**src/rtl/hazard_fwd_ctrl.sv**
```systemverilog
// Hazard/forwarding control for the IF -> DE -> MW pipeline.
// Define HAZARD_PERF_EN to add the stall_cnt/flush_cnt performance counters.
module hazard_fwd_ctrl #(
  parameter int REG_AW      = 5,
  parameter int MEM_TIMEOUT = 16,
  parameter int CNT_W       = 16
) (
  input  logic              clk,
  input  logic              rst_n,
  input  logic              valid_de,
  input  logic [REG_AW-1:0] rs1_de,
  input  logic [REG_AW-1:0] rs2_de,
  input  logic              rs1_used_de,
  input  logic              rs2_used_de,
  input  logic [REG_AW-1:0] rd_de,
  input  logic              regwrite_de,
  input  logic              memread_de,
  input  logic              branch_taken_de,
  input  logic              dmem_ack,
  output logic              forward_ae,
  output logic              forward_be,
  output logic              stall_if,
  output logic              stall_de,
  output logic              flush_de,
`ifdef HAZARD_PERF_EN
  output logic [CNT_W-1:0]  stall_cnt,
  output logic [CNT_W-1:0]  flush_cnt,
`endif
  output logic              err_timeout
);

  localparam int CW = $clog2(MEM_TIMEOUT + 1);

  typedef enum logic {
    RUN,
    WAIT
  } state_e;

  state_e            state_q, state_d;
  logic [CW-1:0]     wait_cnt_q, wait_cnt_d;
  logic              err_q, err_d;
  logic              mw_valid_q, mw_valid_d;
  logic [REG_AW-1:0] mw_rd_q, mw_rd_d;
  logic              mw_regwrite_q, mw_regwrite_d;
  logic              mw_load_q, mw_load_d;
  logic              stall;
  logic              fwd_ok;

  assign stall  = mw_valid_q & mw_load_q & ~dmem_ack;
  assign fwd_ok = valid_de & mw_valid_q & mw_regwrite_q
                & (mw_rd_q != '0);

  assign stall_if    = stall;
  assign stall_de    = stall;
  assign forward_ae  = fwd_ok & rs1_used_de & (mw_rd_q == rs1_de);
  assign forward_be  = fwd_ok & rs2_used_de & (mw_rd_q == rs2_de);
  assign flush_de    = valid_de & branch_taken_de & ~stall;
  assign err_timeout = err_q;

  always_comb begin
    mw_valid_d    = mw_valid_q;
    mw_rd_d       = mw_rd_q;
    mw_regwrite_d = mw_regwrite_q;
    mw_load_d     = mw_load_q;
    if (!stall) begin
      mw_valid_d    = valid_de;
      mw_rd_d       = rd_de;
      mw_regwrite_d = regwrite_de;
      mw_load_d     = memread_de;
    end
  end

  always_comb begin
    state_d    = state_q;
    wait_cnt_d = wait_cnt_q;
    err_d      = err_q;
    unique case (state_q)
      RUN: begin
        if (stall) begin
          state_d    = WAIT;
          wait_cnt_d = CW'(1);
        end
      end
      WAIT: begin
        if (dmem_ack) begin
          state_d    = RUN;
          wait_cnt_d = '0;
        end else if (wait_cnt_q == CW'(MEM_TIMEOUT)) begin
          err_d = 1'b1;
        end else begin
          wait_cnt_d = wait_cnt_q + CW'(1);
        end
      end
    endcase
  end

  always_ff @(posedge clk) begin
    if (!rst_n) begin
      state_q       <= RUN;
      wait_cnt_q    <= '0;
      err_q         <= 1'b0;
      mw_valid_q    <= 1'b0;
      mw_rd_q       <= '0;
      mw_regwrite_q <= 1'b0;
      mw_load_q     <= 1'b0;
    end else begin
      state_q       <= state_d;
      wait_cnt_q    <= wait_cnt_d;
      err_q         <= err_d;
      mw_valid_q    <= mw_valid_d;
      mw_rd_q       <= mw_rd_d;
      mw_regwrite_q <= mw_regwrite_d;
      mw_load_q     <= mw_load_d;
    end
  end

`ifdef HAZARD_PERF_EN
  logic [CNT_W-1:0] stall_cnt_q, stall_cnt_d;
  logic [CNT_W-1:0] flush_cnt_q, flush_cnt_d;

  always_comb begin
    stall_cnt_d = stall_cnt_q;
    flush_cnt_d = flush_cnt_q;
    if (stall && !(&stall_cnt_q))
      stall_cnt_d = stall_cnt_q + CNT_W'(1);
    if (flush_de && !(&flush_cnt_q))
      flush_cnt_d = flush_cnt_q + CNT_W'(1);
  end

  always_ff @(posedge clk) begin
    if (!rst_n) begin
      stall_cnt_q <= '0;
      flush_cnt_q <= '0;
    end else begin
      stall_cnt_q <= stall_cnt_d;
      flush_cnt_q <= flush_cnt_d;
    end
  end

  assign stall_cnt = stall_cnt_q;
  assign flush_cnt = flush_cnt_q;
`endif

endmodule

```
**config.mk**
```make
export PLATFORM = sky130hd
export DESIGN_NAME = hazard_fwd_ctrl
export DESIGN_NICKNAME = d
export VERILOG_FILES = /design/src/rtl/hazard_fwd_ctrl.sv
export SDC_FILE = /design/constraint.sdc
export NUM_CORES = 1
export LEC_CHECK = 0
export ABC_AREA = 0
export BUFFER_PORTS_ARGS = -buffer_cell sky130_fd_sc_hd__buf_2
export CAP_MARGIN = 20
export CORE_MARGIN = 2
export CORE_UTILIZATION = 50
export CTS_BUF_LIST = sky130_fd_sc_hd__clkbuf_8
export CTS_CLUSTER_DIAMETER = 80
export DETAILED_ROUTE_END_ITERATION = 10
export PLACE_DENSITY = 0.8
export SLEW_MARGIN = 20
export SYNTH_ARGS = -nofsm -noshare
export SYNTH_HDL_FRONTEND = slang
export SYNTH_SLANG_ARGS = --single-unit
```
**constraint.sdc**
```tcl
create_clock -name clk -period 1.6 [get_ports clk]
set_input_delay 0.08 -clock clk [delete_from_list [all_inputs] [get_ports clk]]
set_output_delay 0.08 -clock clk [all_outputs]
set_load 0.03 [all_outputs]
```
**Yosys cells after proc, flatten, opt, wreduce, memory -nomap -nowiden**

Cells that the tools add are included.

- Logic and storage cells: 37
- Output and inout bits: 6
- Bits in registers: 15

- Equal/unequal tests: 5
- Muxes and demuxes: 7
- Bitwise logic cells: 14
- Add/sub/neg operators: 1
- Reductions and logical operators: 3

Operators with widths:

| cell | count |
|---|---|
| $mux 5 | 3 |
| $and 1x1->1 | 11 |
| $eq 5x5->1 | 2 |
| $pmux 5 s2 | 1 |
| $add 5x1->5 const B | 1 |
| $eq 5x5->1 const B | 1 |
| $reduce_bool 5->1 | 1 |
| $ne 3x3->1 const B | 1 |
| $not 1->1 | 3 |
| $reduce_and 3->1 | 1 |
| $mux 1 | 2 |
| $ne 2x2->1 const B | 1 |
| $pmux 1 s2 | 1 |
| $reduce_and 2->1 | 1 |

**Logic depth before layout (Yosys ltp)**

Gate-level depths: netlist of the first run.

- Depth in word-level cells: 5
- Mapped depth: 5

**Worst setup path after synthesis of the first run**

Ideal clock, no wire load.

- Kind: flip-flop to output port
- Start: register mw_rd_q[4]
- End: output forward_be
- Data required time: 1.520 ns
- Arrival: 1.769 ns
- Stages on the path, launching flop included: 4
- Slack: -0.249 ns
- Buffers on the path: 0
- Cell sequence: dfxtp_1 xor2_1 a2111o_1 nor4_1

- Word-level cells in the longest chain between the ends: 4

Ends and longest elaborated chain:

| element | line | RTL |
|---|---|---|
| from (decl) | 43 | `logic [REG_AW-1:0] mw_rd_q, mw_rd_d;` |
| from (signal assigned) | 111 | `mw_rd_q <= mw_rd_d;` |
| $reduce_bool 5->1 | 51 | `& (mw_rd_q != '0);` |
| $and 1x1->1 | 51 |  |
| $and 1x1->1 | 56 | `assign forward_be = fwd_ok & rs2_used_de & (mw_rd_q == rs2_de);` |
| $and 1x1->1 (*) | 56 |  |
| to (decl) | 21 | `output logic forward_be,` |

Mark *: on every way between the ends. The rest lies on a longest branch, timed or not.

**Worst setup path after layout of the first run**

- Start: register mw_rd_q[3]
- End: output forward_be

Same word-level chain as after synthesis.

==> metrics.json, run 1 <==
{
  "setup_path": {
    "reg2reg_from": "wait_cnt_q[0]$_SDFFE_PN0P_",
    "cp_data_required_time_ns": 1.52,
    "worstSetupStartpointType": "flip-flop",
    "endpoint_kind": "output port",
    "critical_path.endpoint": "forward_be",
    "r2r_setup_slack_ns": 0.14,
    "critPathArrivalTime_ns": 1.59,
    "critical_path.max_stage_delay_ns": 0.54,
    "ff2ff_path_depth": 5,
    "crit_path_top_delay_cell": "or4_4",
    "crit_fanout": 2,
    "timing.critical_path.cells": "or4_4, o2111ai_4, nor4_2, buf_4",
    "cp-startpoint": "mw_rd_q[3]$_SDFFE_PN0N_",
    "criticalPathCategory": "flip-flop to output port",
    "reg2reg_to": "wait_cnt_q[2]$_SDFFE_PN0P_"
  },
  "route": {
    "postRouteAntennaNets": 0,
    "route.detailed.vias_per_inst": 5.59,
    "drt_iter0_drc": 8,
    "post_detailed_routing_wire_length_um": 1960,
    "avgRoutedWirePerCell_um": 13.3,
    "drt_first_pass_iters": 4,
    "drc_errors": 0,
    "route.vias.total": 821
  },
  "clocking": {
    "cts.clk_slew.worst_paths_ns": 0.06,
    "numClockSinks": 15,
    "clkLatencyLatePin_ns": 0.25,
    "cts_tree": "yes",
    "cts.root.buffer_cell": "clkbuf_8",
    "clockBufferDepth": 2,
    "cts-htree-levels": 1,
    "cts_inserted_buffers": 3
  },
  "die": {
    "floorplan.io_pins": 30,
    "start_util_pct": 55.0,
    "die-width_um": 45.2,
    "placement_rows": 14,
    "fp.coreArea_um2": 1540,
    "design.die.area_um2": 2040,
    "fp.dieH_um": 45.2
  },
  "sta": {
    "timing.clock.skew_ns": 0.000755,
    "totalNegativeSetupSlack_ns": -0.111,
    "finalSetupViolCount": 2,
    "slew_headroom_pct": 74.7,
    "post-route-min-period_ns": 1.67,
    "timing_max_transition_violations_final": 0,
    "finalCritPeriodShare_pct": 104,
    "final-hold-violation-count": 0,
    "worst-slew-pin-transition_ns": 0.379,
    "worst_slack_ns": -0.0682,
    "finalHoldWorstSlack_ns": 0.0402,
    "grt_setup_unrepaired": "yes",
    "timing.fmax_mhz": 599
  },
  "status": {
    "failing_checks": "negative setup slack",
    "run_status": "finished, violations left"
  },
  "global_route": {
    "global_route_wire_length_before_repair_um": 3060,
    "grt_antenna_before_repair": 0,
    "first_global_vias": 726,
    "grt_start_max_net_pins": 15,
    "global_route.overflow_total": 0,
    "groute.usage.overall_pct": 20.8
  },
  "hold_path": {
    "timing.hold.worst.class": "input port to flip-flop"
  },
  "final_layout": {
    "n_fill_cell": 121,
    "finalNetCount": 158,
    "area_delta_synth_final_pct": 30.9,
    "n_antenna_cell": 0,
    "final_common_cell": "buf_2",
    "share_of_post_route_cells_with_drive_strength_above_1_pct": 38.2,
    "layout.cells.most_common_list": "buf_2, nand2_1, dfxtp_1"
  },
  "synth": {
    "synth_nets": 124,
    "synth_cells": 98,
    "synth-async-reset-ratio_pct": 0,
    "postSynthRegisterBits": 15,
    "synthFlopType": "dfxtp_1",
    "synth-edff-count": 0,
    "synth.yosys.seq_area_share_pct": 35.5,
    "synth.distinct_cells": 35,
    "avgSynthCellArea_um2": 8.64,
    "total_of_warnings_raised_by_yosys": 0,
    "post_synth_instance_area_um2": 847
  },
  "place": {
    "io_buffer_count": 29,
    "place.detailed.hpwl_um": 1440,
    "finalWeightedCongestion": 0.827
  },
  "power": {
    "p_clk_share_pct": 36.7,
    "power_frac_seq_pct": 49.0,
    "switching_power_mw": 0.199,
    "power_leakage_nw": 0.503,
    "power_report.internal_total_mw": 0.619,
    "vdd_ir_drop_max_mv": 0.515,
    "power.share.switching_pct": 24.3,
    "power.combinational.fraction_pct": 14.3,
    "power_density_cells_nw_per_um2": 738
  },
  "flow_run": {
    "maxCapViolCount": 0
  }
}
-- metrics by stage --
| step | util (%) | area [um2] | std cells | worst slack [ns] | total power, mW |
|---|---|---|---|---|---|
| 4_1_cts | 71.8 | 1110 | 147 | -0.0756 | 0.828 |
| 3_5_place_dp | 65.2 | 1000 | 140 | 0.145 | 0.512 |
| 5_1_grt | 71.9 | 1110 | 147 | -0.0979 | 0.846 |
| 2_1_floorplan | - | 853 | 98 | 0.0916 | 0.465 |
| 6_report | 71.9 | 1110 | 147 | -0.0682 | 0.818 |
| 3_3_place_gp | 65.2 | 1000 | 140 | 0.194 | 0.508 |
-- cells in the mapped netlist, types with 2 or more instances --
library cell   n  area, um2
nor2_1         5       18.8
nor2b_1        2       12.5
nand2b_1       2       12.5
xor2_1         2       17.5
nor3_1         3       15.0
a21oi_1        8       40.0
nor3b_1        4       30.0
inv_1          6       22.5
and3_1         3       18.8
dfxtp_1       15        300
buf_2          2       10.0
nand2_1       14       52.6
ha_1           2       25.0
o31a_1         3       26.3
nand3_1        3       15.0
xnor2_1        5       43.8
-- area by class of cell --
type | instances | area, um2 | area share, %
multi-input combinational | 72 | 526 | 47.4
sequential | 15 | 310 | 28.0
timing repair buffer | 33 | 180 | 16.3
clock buffer | 3 | 41.3 | 3.72
inverter | 7 | 26.3 | 2.37
tap | 16 | 20.0 | 1.81
clock inverter | 1 | 5.00 | 0.451
-- kinds of logic after synthesis --
family                     after synthesis  share of synthesized area (%)
AOI/OAI and AO/OA                       20                           19.1
xor gates and xnor gates                 7                           7.24
adders and majority gates                2                           2.95
buffers and inverters                   11                           5.61
DFF                                     15                           35.5
and+or+nand+nor                         43                           29.7
-- power by group through the flow --
stage	sequential, mW	combinational, mW	clock [mW]
floorplan	0.406	0.0589	0
global placement	0.408	0.100	0
detailed placement	0.410	0.103	0
CTS	0.401	0.116	0.311
global route	0.401	0.128	0.316
finish	0.401	0.117	0.300
-- what timing repair did --
action,in CTS,in global routing
endpoints found under the setup margin,2,2
pin swaps,5,3
hold buffers,0,0
setup buffers,3,0
gates resized for setup,10,1
cloned,0,0
-- how the worst min path moves through the flow --
stage,startpoint,to,slack [ns],cells after the start
2_1_floorplan,memread_de,mw_load_q$_SDFFE_PN0N_,0.20,2
3_3_place_gp,memread_de,mw_load_q$_SDFFE_PN0N_,0.29,3
3_5_place_dp,memread_de,mw_load_q$_SDFFE_PN0N_,0.29,3
4_1_cts,memread_de,mw_load_q$_SDFFE_PN0N_,0.04,3
5_1_grt,memread_de,mw_load_q$_SDFFE_PN0N_,0.05,3
6_report,memread_de,mw_load_q$_SDFFE_PN0N_,0.04,3
-- critical path, delay by kind of cell (launching register included) --
family | cells | cell delay, ns
compound gates | 1 | 0.23
buf+inv | 1 | 0.17
flops | 1 | 0.31
simple gates | 2 | 0.62
-- per-layer routing --
layer	up-vias	wire length, um	GRT usage, %
met3	5	137	2.40
li1	414	-	-
met1	368	830	25.7
met4	0	42	12.4
met2	34	950	34.6
met5	-	0	0
-- sequential cells by signal, summed over array words and instances (netlist names) --
signal,cells
mw_valid_q,1
wait_cnt_q,5
state_q,1
mw_load_q,1
err_timeout,1
mw_rd_q,5
mw_regwrite_q,1
Note: power is estimated with default switching activity, not from simulation.
==> inputs of run 2 (changes only) <==
MAX_ROUTING_LAYER = met4   (was unset)
==> metrics.json, run 2 (synthesis gave the netlist of run 1 again) <==
{
  "global_route": {
    "grt_start_max_net_pins": 15,
    "groute.usage.overall_pct": 21.4,
    "grt_antenna_before_repair": 0,
    "global_route_wire_length_before_repair_um": 3060,
    "globalRouteMet3Util_pct": 2.40,
    "globalRoute.busiestLayer": "met2",
    "grtUsageMet1_pct": 25.7,
    "first_global_vias": 726,
    "globalRouteMet2Util_pct": 34.6,
    "global_route.overflow_total": 0
  },
  "route": {
    "avgRoutedWirePerCell_um": 13.3,
    "drt_iter0_drc": 8,
    "drt_first_pass_iters": 4,
    "post_detailed_routing_wire_length_um": 1960,
    "postRouteAntennaNets": 0,
    "drc_errors": 0,
    "route.detailed.vias_per_inst": 5.59,
    "route.vias.total": 821
  },
  "setup_path": {
    "timing.critical_path.cells": "or4_4, o2111ai_4, nor4_2, buf_4",
    "r2r_setup_slack_ns": 0.14,
    "crit_fanout": 2,
    "reg2reg_to": "wait_cnt_q[2]$_SDFFE_PN0P_",
    "critical_path.max_stage_delay_ns": 0.54,
    "criticalPathCategory": "flip-flop to output port",
    "reg2reg_from": "wait_cnt_q[0]$_SDFFE_PN0P_",
    "crit_path_top_delay_cell": "or4_4",
    "cp-startpoint": "mw_rd_q[3]$_SDFFE_PN0N_",
    "worstSetupStartpointType": "flip-flop",
    "ff2ff_path_depth": 5,
    "cp_data_required_time_ns": 1.52,
    "critPathArrivalTime_ns": 1.59,
    "endpoint_kind": "output port"
  },
  "power": {
    "power_density_cells_nw_per_um2": 737,
    "fin_total_pwr_mw": 0.818,
    "power_frac_seq_pct": 49.0,
    "p_clk_share_pct": 36.7,
    "vdd_ir_drop_max_mv": 0.515,
    "switching_power_mw": 0.199,
    "power.share.switching_pct": 24.3,
    "power.combinational.fraction_pct": 14.3,
    "power_leakage_nw": 0.503,
    "power_report.internal_total_mw": 0.619
  },
  "die": {
    "design.die.area_um2": 2040,
    "die-width_um": 45.2,
    "fp.dieH_um": 45.2,
    "start_util_pct": 55.0,
    "floorplan.io_pins": 30,
    "fp.coreArea_um2": 1540,
    "placement_rows": 14
  },
  "final_layout": {
    "design_area_final_um2": 1110,
    "n_fill_cell": 121,
    "share_of_post_route_cells_with_drive_strength_above_1_pct": 38.2,
    "area_delta_synth_final_pct": 30.9,
    "fin_util_pct": 71.9,
    "layout_top_registers": "mw_rd_q (5), wait_cnt_q (5)",
    "n_antenna_cell": 0,
    "final_common_cell": "buf_2",
    "finalNetCount": 158,
    "layout.cells.most_common_list": "buf_2, nand2_1, dfxtp_1"
  },
  "flow_run": {
    "maxCapViolCount": 0
  },
  "sta": {
    "finalSetupViolCount": 2,
    "post-route-min-period_ns": 1.67,
    "worst_slack_ns": -0.0682,
    "timing.clock.skew_ns": 0.000782,
    "slew_headroom_pct": 74.7,
    "final-hold-violation-count": 0,
    "timing.fmax_mhz": 599,
    "worst-slew-pin-transition_ns": 0.379,
    "timing_max_transition_violations_final": 0,
    "grt_setup_unrepaired": "yes",
    "totalNegativeSetupSlack_ns": -0.111,
    "finalCritPeriodShare_pct": 104
  },
  "clocking": {
    "cts.clk_slew.worst_paths_ns": 0.06,
    "clockBufferDepth": 2,
    "numClockSinks": 15,
    "cts_tree": "yes",
    "clkLatencyLatePin_ns": 0.25,
    "cts_hold_repair.buffers": 0,
    "cts-htree-levels": 1,
    "cts.root.buffer_cell": "clkbuf_8",
    "cts_inserted_buffers": 3
  },
  "hold_path": {
    "whs_endpoint": "mw_load_q$_SDFFE_PN0N_",
    "worstHoldPathCells": 3,
    "worst_hold_startpoint": "memread_de",
    "timing.hold.worst.class": "input port to flip-flop"
  },
  "status": {
    "failing_checks": "negative setup slack",
    "run_status": "finished, violations left"
  },
  "place": {
    "finalWeightedCongestion": 0.840,
    "place_area_um2": 1000,
    "io_buffer_count": 29,
    "place.detailed.hpwl_um": 1440
  }
}
-- run 2: through the flow --
step | setup slack (ns) | instances | hold slack (ns)
final | -0.0682 | 147 | 0.0403
after global routing | -0.0979 | 147 | 0.0489
after CTS | -0.0756 | 147 | 0.0363
after detailed placement | 0.145 | 140 | 0.293
after global placement | 0.194 | 140 | 0.286
after floorplan | 0.0916 | 98 | 0.201
-- run 2: power by group through the flow --
stage               logic (mW)  registers [mW]  clock network, mW
global placement         0.100           0.408                  0
CTS                      0.116           0.401              0.311
floorplan               0.0589           0.406                  0
detailed placement       0.103           0.410                  0
global route             0.128           0.401              0.316
finish                   0.117           0.401              0.300
-- run 2: cell type report --
cell class                 count  area (um2)  area share (%)
clock buffer                   3        41.3            3.72
clock inverter                 1        5.00           0.451
tap                           16        20.0            1.81
timing repair buffer          33         180            16.3
sequential                    15         310            28.0
inverter                       7        26.3            2.37
multi-input combinational     72         526            47.4
-- run 2: critical path: cells and delay by family, from the launching register on --
| family | cells | cell delay, ns |
|---|---|---|
| compound gates | 1 | 0.23 |
| buf+inv | 1 | 0.17 |
| simple gates | 2 | 0.62 |
| flops | 1 | 0.31 |
-- run 2: what timing repair did --
item | CTS | global route
endpoints found under the setup margin | 2 | 2
gates resized for setup | 10 | 1
setup buffers | 3 | 0
gates cloned | 0 | 0
pin swaps | 5 | 3
-- run 2: metal layers --
layer / part of all wire, % / up-vias
met3: 7.0 / 5
met1: 42 / 368
met5: 0 / -
met2: 48 / 34
met4: 2.1 / 0
li1: - / 414
-- run 2: worst max path at each step --
| stage | endpoint | slack (ns) | cells after the start |
|---|---|---|---|
| floorplan | forward_be | 0.09 | 3 |
| global placement | forward_ae | 0.19 | 4 |
| detailed placement | forward_ae | 0.14 | 4 |
| CTS | forward_be | -0.08 | 4 |
| global route | forward_be | -0.1 | 4 |
| finish | forward_be | -0.07 | 4 |
